<file path="src/rtl/iot_event_arbiter.sv">
// rtl/iot_event_arbiter.sv - round-robin arbiter for IoT gateway join/leave events with shadow device count
//
// Ports:
//   clk          : clock, all state updates on the rising edge
//   rst          : asynchronous active-high reset
//   req[3:0]     : per-gateway event request (level)
//   req_on[3:0]  : per-gateway direction, 1 = device joined, 0 = device left
//   gnt[3:0]     : one-hot one-cycle grant pulse (registered)
//   rej[3:0]     : one-hot one-cycle reject pulse (registered)
//   mon_change   : change strobe towards the device counter (registered)
//   mon_on_off   : direction for mon_change
//   shadow_count : mirror of the device counter after all issued strobes
//
// Optional feature: define IOT_SATURATE_GUARD_EN to reject up-events at
// MAX_COUNT and down-events at zero instead of letting the count wrap.

module iot_event_arbiter #(
    parameter logic [7:0] MAX_COUNT = 8'd255
) (
    input  logic       clk,
    input  logic       rst,
    input  logic [3:0] req,
    input  logic [3:0] req_on,
    output logic [3:0] gnt,
    output logic [3:0] rej,
    output logic       mon_change,
    output logic       mon_on_off,
    output logic [7:0] shadow_count
);

    typedef enum logic {
        IDLE  = 1'b0,
        ISSUE = 1'b1
    } state_t;

    state_t     state_q, state_d;
    logic [1:0] ptr_q, ptr_d;
    logic [3:0] gnt_q, gnt_d;
    logic [3:0] rej_q, rej_d;
    logic       chg_q, chg_d;
    logic       onoff_q, onoff_d;
    logic [7:0] cnt_q, cnt_d;

    logic [3:0] elig;
    logic       found;
    logic [1:0] win;
    logic [1:0] idx;
    logic       win_on;
    logic       reject;

`ifndef IOT_SATURATE_GUARD_EN
    logic unused_max_count;
    assign unused_max_count = ^MAX_COUNT;
`endif

    // A requester being answered this cycle sits out one arbitration so the
    // same held request cannot be counted twice.
    always_comb begin
        elig  = req & ~((state_q == ISSUE) ? (gnt_q | rej_q) : 4'b0000);
        found = 1'b0;
        win   = ptr_q;
        idx   = ptr_q;
        for (int k = 1; k <= 4; k++) begin
            idx = ptr_q + 2'(k);
            if (!found && elig[idx]) begin
                found = 1'b1;
                win   = idx;
            end
        end
    end

    always_comb begin
        state_d = IDLE;
        ptr_d   = ptr_q;
        gnt_d   = 4'b0000;
        rej_d   = 4'b0000;
        chg_d   = 1'b0;
        onoff_d = 1'b0;
        cnt_d   = cnt_q;
        win_on  = req_on[win];
        reject  = 1'b0;
`ifdef IOT_SATURATE_GUARD_EN
        reject  = win_on ? (cnt_q == MAX_COUNT) : (cnt_q == 8'd0);
`endif
        if (found) begin
            state_d = ISSUE;
            ptr_d   = win;
            if (reject) begin
                rej_d[win] = 1'b1;
            end else begin
                gnt_d[win] = 1'b1;
                chg_d      = 1'b1;
                onoff_d    = win_on;
                cnt_d      = win_on ? cnt_q + 8'd1 : cnt_q - 8'd1;
            end
        end
    end

    always_ff @(posedge clk or posedge rst) begin
        if (rst) begin
            state_q <= IDLE;
            ptr_q   <= 2'd3;
            gnt_q   <= 4'b0000;
            rej_q   <= 4'b0000;
            chg_q   <= 1'b0;
            onoff_q <= 1'b0;
            cnt_q   <= 8'd0;
        end else begin
            state_q <= state_d;
            ptr_q   <= ptr_d;
            gnt_q   <= gnt_d;
            rej_q   <= rej_d;
            chg_q   <= chg_d;
            onoff_q <= onoff_d;
            cnt_q   <= cnt_d;
        end
    end

    assign gnt          = gnt_q;
    assign rej          = rej_q;
    assign mon_change   = chg_q;
    assign mon_on_off   = onoff_q;
    assign shadow_count = cnt_q;

endmodule
</file>
<file path="config.mk">
export PLATFORM = sky130hd
export DESIGN_NAME = iot_event_arbiter
export DESIGN_NICKNAME = d
export VERILOG_FILES = /design/src/rtl/iot_event_arbiter.sv
export SDC_FILE = /design/constraint.sdc
export NUM_CORES = 1
export LEC_CHECK = 0
export BUFFER_PORTS_ARGS = -buffer_cell sky130_fd_sc_hd__buf_2
export CAP_MARGIN = 5
export CELL_PAD_IN_SITES_DETAIL_PLACEMENT = 1
export CELL_PAD_IN_SITES_GLOBAL_PLACEMENT = 1
export CORE_UTILIZATION = 40
export DETAILED_ROUTE_END_ITERATION = 10
export GPL_TIMING_DRIVEN = 0
export PLACE_DENSITY = 0.85
export SYNTH_ARGS = -nofsm -noshare
export SYNTH_HDL_FRONTEND = slang
export SYNTH_SLANG_ARGS = --single-unit
</file>
<file path="constraint.sdc">
create_clock -name clk -period 7.24 [get_ports clk]
set_input_delay 0.724 -clock clk [delete_from_list [all_inputs] [get_ports clk]]
set_output_delay 0.724 -clock clk [all_outputs]
set_load 0.03 [all_outputs]
</file>
Word-level counts from Yosys, hierarchy flattened. Cells that the tools add are included.

Multiplexer cells: 25. Reductions and logical operators: 7. Magnitude comparators: 6. Shifts and indexed selects: 0. Bitwise gates (word level): 2. Divide/modulo/power cells: 0. Equality and inequality tests: 0. Multiply operators: 0. Add/sub/neg operators: 5.

Operators with widths (number): $lt 2x3->1 const B (5); $mux 1 (12); $bmux 1 s2 (5); $add 8x1->8 const B (1); $mux 2 (4); $mux 4 (2); $mux 8 (1); $sub 8x1->8 const B (1); $add 2x2->2 const B (2); $and 4x4->4 (1); $logic_and 1x1->1 (4); $not 4->4 (1); $logic_not 1->1 (3); $add 2x1->2 const B (1); $demux 1 s2 (1); $ge 2x1->1 const B (1).

Register bits: 16. RAM bits: 0. Input bits: 10. Latch bits: 0. Memory bits (read-only): 0. Logic and storage cells: 50. Memories kept: 0.

Logic depth before layout (Yosys ltp).
Depth after elaboration: 20. Depth in mapped cells: 12. Gate-level depth less buffers: 11.

Worst setup path before layout. No wires, ideal clock.

Kind: input to register. Start point: in req[3]. End point: reg cnt_q[6] (netlist: shadow_count[6]). Setup slack: 4437 ps. Path buffers: 1. Stages: 12. Arrival: 2722 ps. Cells stage by stage: a21bo_2 > o221ai_1 > a21boi_4 > mux2i_1 > mux2_2 > buf_2 > xor2_1 > ha_1 > nor2_1 > nand2_1 > mux2i_1 > xor2_1.

Word-level cells in the longest chain between the ends: 16.

Ends and longest elaborated chain: start: declaration (line 22) `input logic [3:0] req,`; $and 4x4->4 * (line 59) `elig = req & ~((state_q == ISSUE) ? (gnt_q | rej_q) : 4'b0000);`; $bmux 1 s2 (line 65) `if (!found && elig[idx]) begin`; $mux 1 (implied by the code) (line 65); $mux 1 (line 65); $logic_not 1->1 (line 65); $logic_and 1x1->1 (line 65); $mux 1 (line 65); $logic_not 1->1 (line 65); $logic_and 1x1->1 (line 65); $mux 1 (line 65); $logic_not 1->1 (line 65); $logic_and 1x1->1 (line 65); $mux 2 (line 65); $bmux 1 s2 (line 80) `win_on = req_on[win];`; $mux 1 (implied by the code) (line 80); $mux 8 (line 94) `cnt_d = win_on ? cnt_q + 8'd1 : cnt_q - 8'd1;`; end signal: assignment (line 115) `cnt_q <= cnt_d;`; end: declaration (line 42) `logic [7:0] cnt_q, cnt_d;`.

Every way passes the cells marked *; elsewhere a longest branch is shown, timed or not. The select of a mux whose other input is x is not followed. A chain may end at the register's enable or synchronous reset.

Worst setup path after layout.
Start point: in req[1]. End point: reg cnt_q[6] (netlist: shadow_count[6]).

The elaborated chain is that of the path after synthesis.

==> flow_summary.toml <==
[cts]
clkLatencyLatePin_ns = 0.29
path_clk_slew_ns = 0.10
clock_sinks = 16
post_cts_resized = 0
htreeDepth = 1
cts_tree = "yes"
post_cts_buffers = 0
cts-buffers-inserted = 3
cts_hold_buf = 0
cts_root_buf = "clkbuf_4"
clockBufferDepth = 2

[setup_path]
endpoint_kind = "flip-flop"
worstPathArrival_ns = 3.08
critical_path.max_fanout = 8
start_kind = "input port"
worstPathRequired_ns = 7.45
critPathKind = "in2reg"

[global_route]
grt_max_degree = 17
grt_pass1_vias = 778
antenna_found_initial = 0
grt_usage = 0.191
grt_remaining_overflow = 0
grt_pass1_wl_mm = 3.53

[routing]
drt-total-wl_mm = 1.96
wire_per_inst_um = 13.7
drtAntennaViolNets = 0
drc = 0
drtIter0Drc = 4
via_per_inst = 5.23
vias = 748
drt-pass1-iter-count = 4

[die]
ioPinCount = 28
coreArea_um2 = 2040
die_h_um = 49.4
die_area_um2 = 2440
rows = 16
start_util = 0.439
die_w_um = 49.4

[layout]
seqCellArea_um2 = 403
nets = 128
antenna_cells = 0
finalInstanceArea_um2 = 1090
area_delta_synth_final_pct = 21.9
fill_cells = 248
multi_input_area_um2 = 452
final_layout_size_suffix_gt1_frac = 0.345
final_util = 0.536

[sta]
fin_ws_ns = 4.38
hold_viol = 0
slew_headroom = 0.590
period_share = 0.395
final.setup.tns_ns = 0
tightest_slew_ns = 0.614
setup_viol = 0
fin_crit_ns = 2.86
clock_skew_ns = 0.00778
slew_violations = 0
rsz0062_at_grt = "no"
max_freq_ghz = 0.350

[place]
globalplace.congestion = 0.771
post_dp_cell_area_um2 = 1060
dp_slack_ns = 4.07
port_buffers = 23
hpwl_mm = 1.53

[pwr]
p_clk_frac = 0.108
power.leakage_nw = 0.548
sequentialPowerShare = 0.325
power_frac_comb = 0.568
power_switching_mw = 0.270
p_per_area_nw_per_um2 = 512
p_total_mw = 0.560
irDropWorstVdd_v = 0.000227
intPower_mw = 0.289
swShare = 0.483

[logic_synthesis]
yosysWarnings = 0
synth_seq_cells = 16
yosysTopAreaCellShare = 0.391
netlist-cell-type-count = 36
synth_cells = 86
ys_seq_area_frac = 0.449
syn_avg_cell_area_um2 = 10.4
synth_top_area_cell = "dfrtp_1"
syn_area_um2 = 897
synth_area_leaders = "dfrtp_1 39%, mux2i_1 8.9%, dfstp_2 5.9%, xnor2_1 3.9%, xor2_1 3.9%"

[job]
cap_violations = 0

[hold_path]
hold_path.class = "reg2reg"

[outcome]
outcome = "complete, no violations"
-- per-stage QoR --
stage                     instances  hold slack [ns]
final                           143            0.482
after floorplan                  89            0.535
after global placement          139            0.452
after global routing            143            0.509
after detailed placement        139            0.473
after CTS                       143            0.492
-- registers in the layout, summed over array words and instances, names as in the netlist --
register      flops
mon_change        1
gnt               4
ptr_q             2
shadow_count      8
mon_on_off        1
-- cells by family (layout without fill, tap and decap cells) --
group                    count (synthesis)  count (layout)  synth area share
other                                    1               4           0.00418
AO/OA/AOI/OAI                           14              14             0.138
XOR/XNOR                                 8               8            0.0781
multiplexers                            10              10             0.114
adder cells (fa/ha/maj)                  1               1            0.0139
buffers and inverters                   10              37            0.0600
flip-flops                              16              16             0.449
AND/OR/NAND/NOR                         26              26             0.142
-- routing by layer --
metal / GRT usage / routed length, µm / vias up / share of wire
li1: - / - / 358 / -
met1: 0.244 / 897 / 366 / 0.46
met2: 0.329 / 965 / 22 / 0.49
met3: 0.0280 / 79 / 2 / 0.040
met4: 0.0588 / 14 / 0 / 0.0072
met5: 0 / 0 / - / 0
-- placed cells by master, fill, tap and decap left out, types with 2 or more instances in the layout --
| cell type | instances |
|---|---|
| xnor2_1 | 4 |
| nand2_1 | 6 |
| nor2_1 | 7 |
| clkbuf_4 | 3 |
| inv_1 | 2 |
| nor4_1 | 2 |
| conb_1 | 4 |
| a21boi_2 | 2 |
| o22ai_1 | 3 |
| or3_1 | 2 |
| a21boi_1 | 2 |
| nor3_1 | 2 |
| mux2i_1 | 8 |
| buf_2 | 24 |
| nand4_1 | 2 |
| buf_4 | 4 |
| dfrtp_1 | 14 |
| xor2_1 | 4 |
| dfstp_2 | 2 |
-- final cells by class --
type | instances | area share
clock buffer | 4 | 0.0332
inverter | 3 | 0.0103
buffer | 7 | 0.0389
sequential | 16 | 0.368
multi-input combinational | 63 | 0.413
timing repair buffer | 23 | 0.105
tap | 27 | 0.0309
-- worst paths after layout --
kind / from / end / slack (ns) / cells past startpoint
max: req[1] / shadow_count[6]$_DFFE_PP0P_ / 4.38 / 13
min: shadow_count[7]$_DFFE_PP0P_ / shadow_count[7]$_DFFE_PP0P_ / 0.48 / 1
max reg2reg: mon_change$_DFF_PP0_ / shadow_count[6]$_DFFE_PP0P_ / 4.42 / 12
min reg2reg: shadow_count[7]$_DFFE_PP0P_ / shadow_count[7]$_DFFE_PP0P_ / 0.48 / 1
max in group asynchronous: rst / gnt[3]$_DFF_PP0_ / 6.35 / 2
min in group asynchronous: rst / shadow_count[0]$_DFFE_PP0P_ / 0.49 / 2
-- cell usage after synthesis, drive strengths merged --
cell type,n
nand4,2
a21oi,1
nor2,7
a211oi,1
dfstp,2
or3,2
o22ai,3
mux2i,8
nor4,2
xor2,4
ha,1
xnor2,4
o221ai,1
buf,6
inv,3
and2,1
a22oi,1
or4,1
nand3,1
a21boi,5
a21bo,2
nand2,6
dfrtp,14
clkbuf,1
nor2b,1
nor3,2
and3,1
mux2,2
conb,1
-- power groups by stage --
stage | logic (mW) | registers [mW] | clock network, mW
3_5_place_dp | 0.320 | 0.184 | 0
5_1_grt | 0.345 | 0.191 | 0.0654
6_report | 0.318 | 0.182 | 0.0604
2_1_floorplan | 0.175 | 0.246 | 0
3_3_place_gp | 0.307 | 0.181 | 0
4_1_cts | 0.322 | 0.182 | 0.0627
-- critical path, cell delays in order --
cell and delay, ns:
buf_2 0.10, a21bo_1 0.21, o22ai_1 0.09, a22oi_1 0.28, nand2_1 0.18, mux2_2 0.30, buf_2 0.20, xor2_1 0.16
ha_1 0.25, nor2_1 0.17, nand2_1 0.07, mux2i_1 0.16, xor2_1 0.16
No activity file was read; power rests on OpenSTA's default activity.
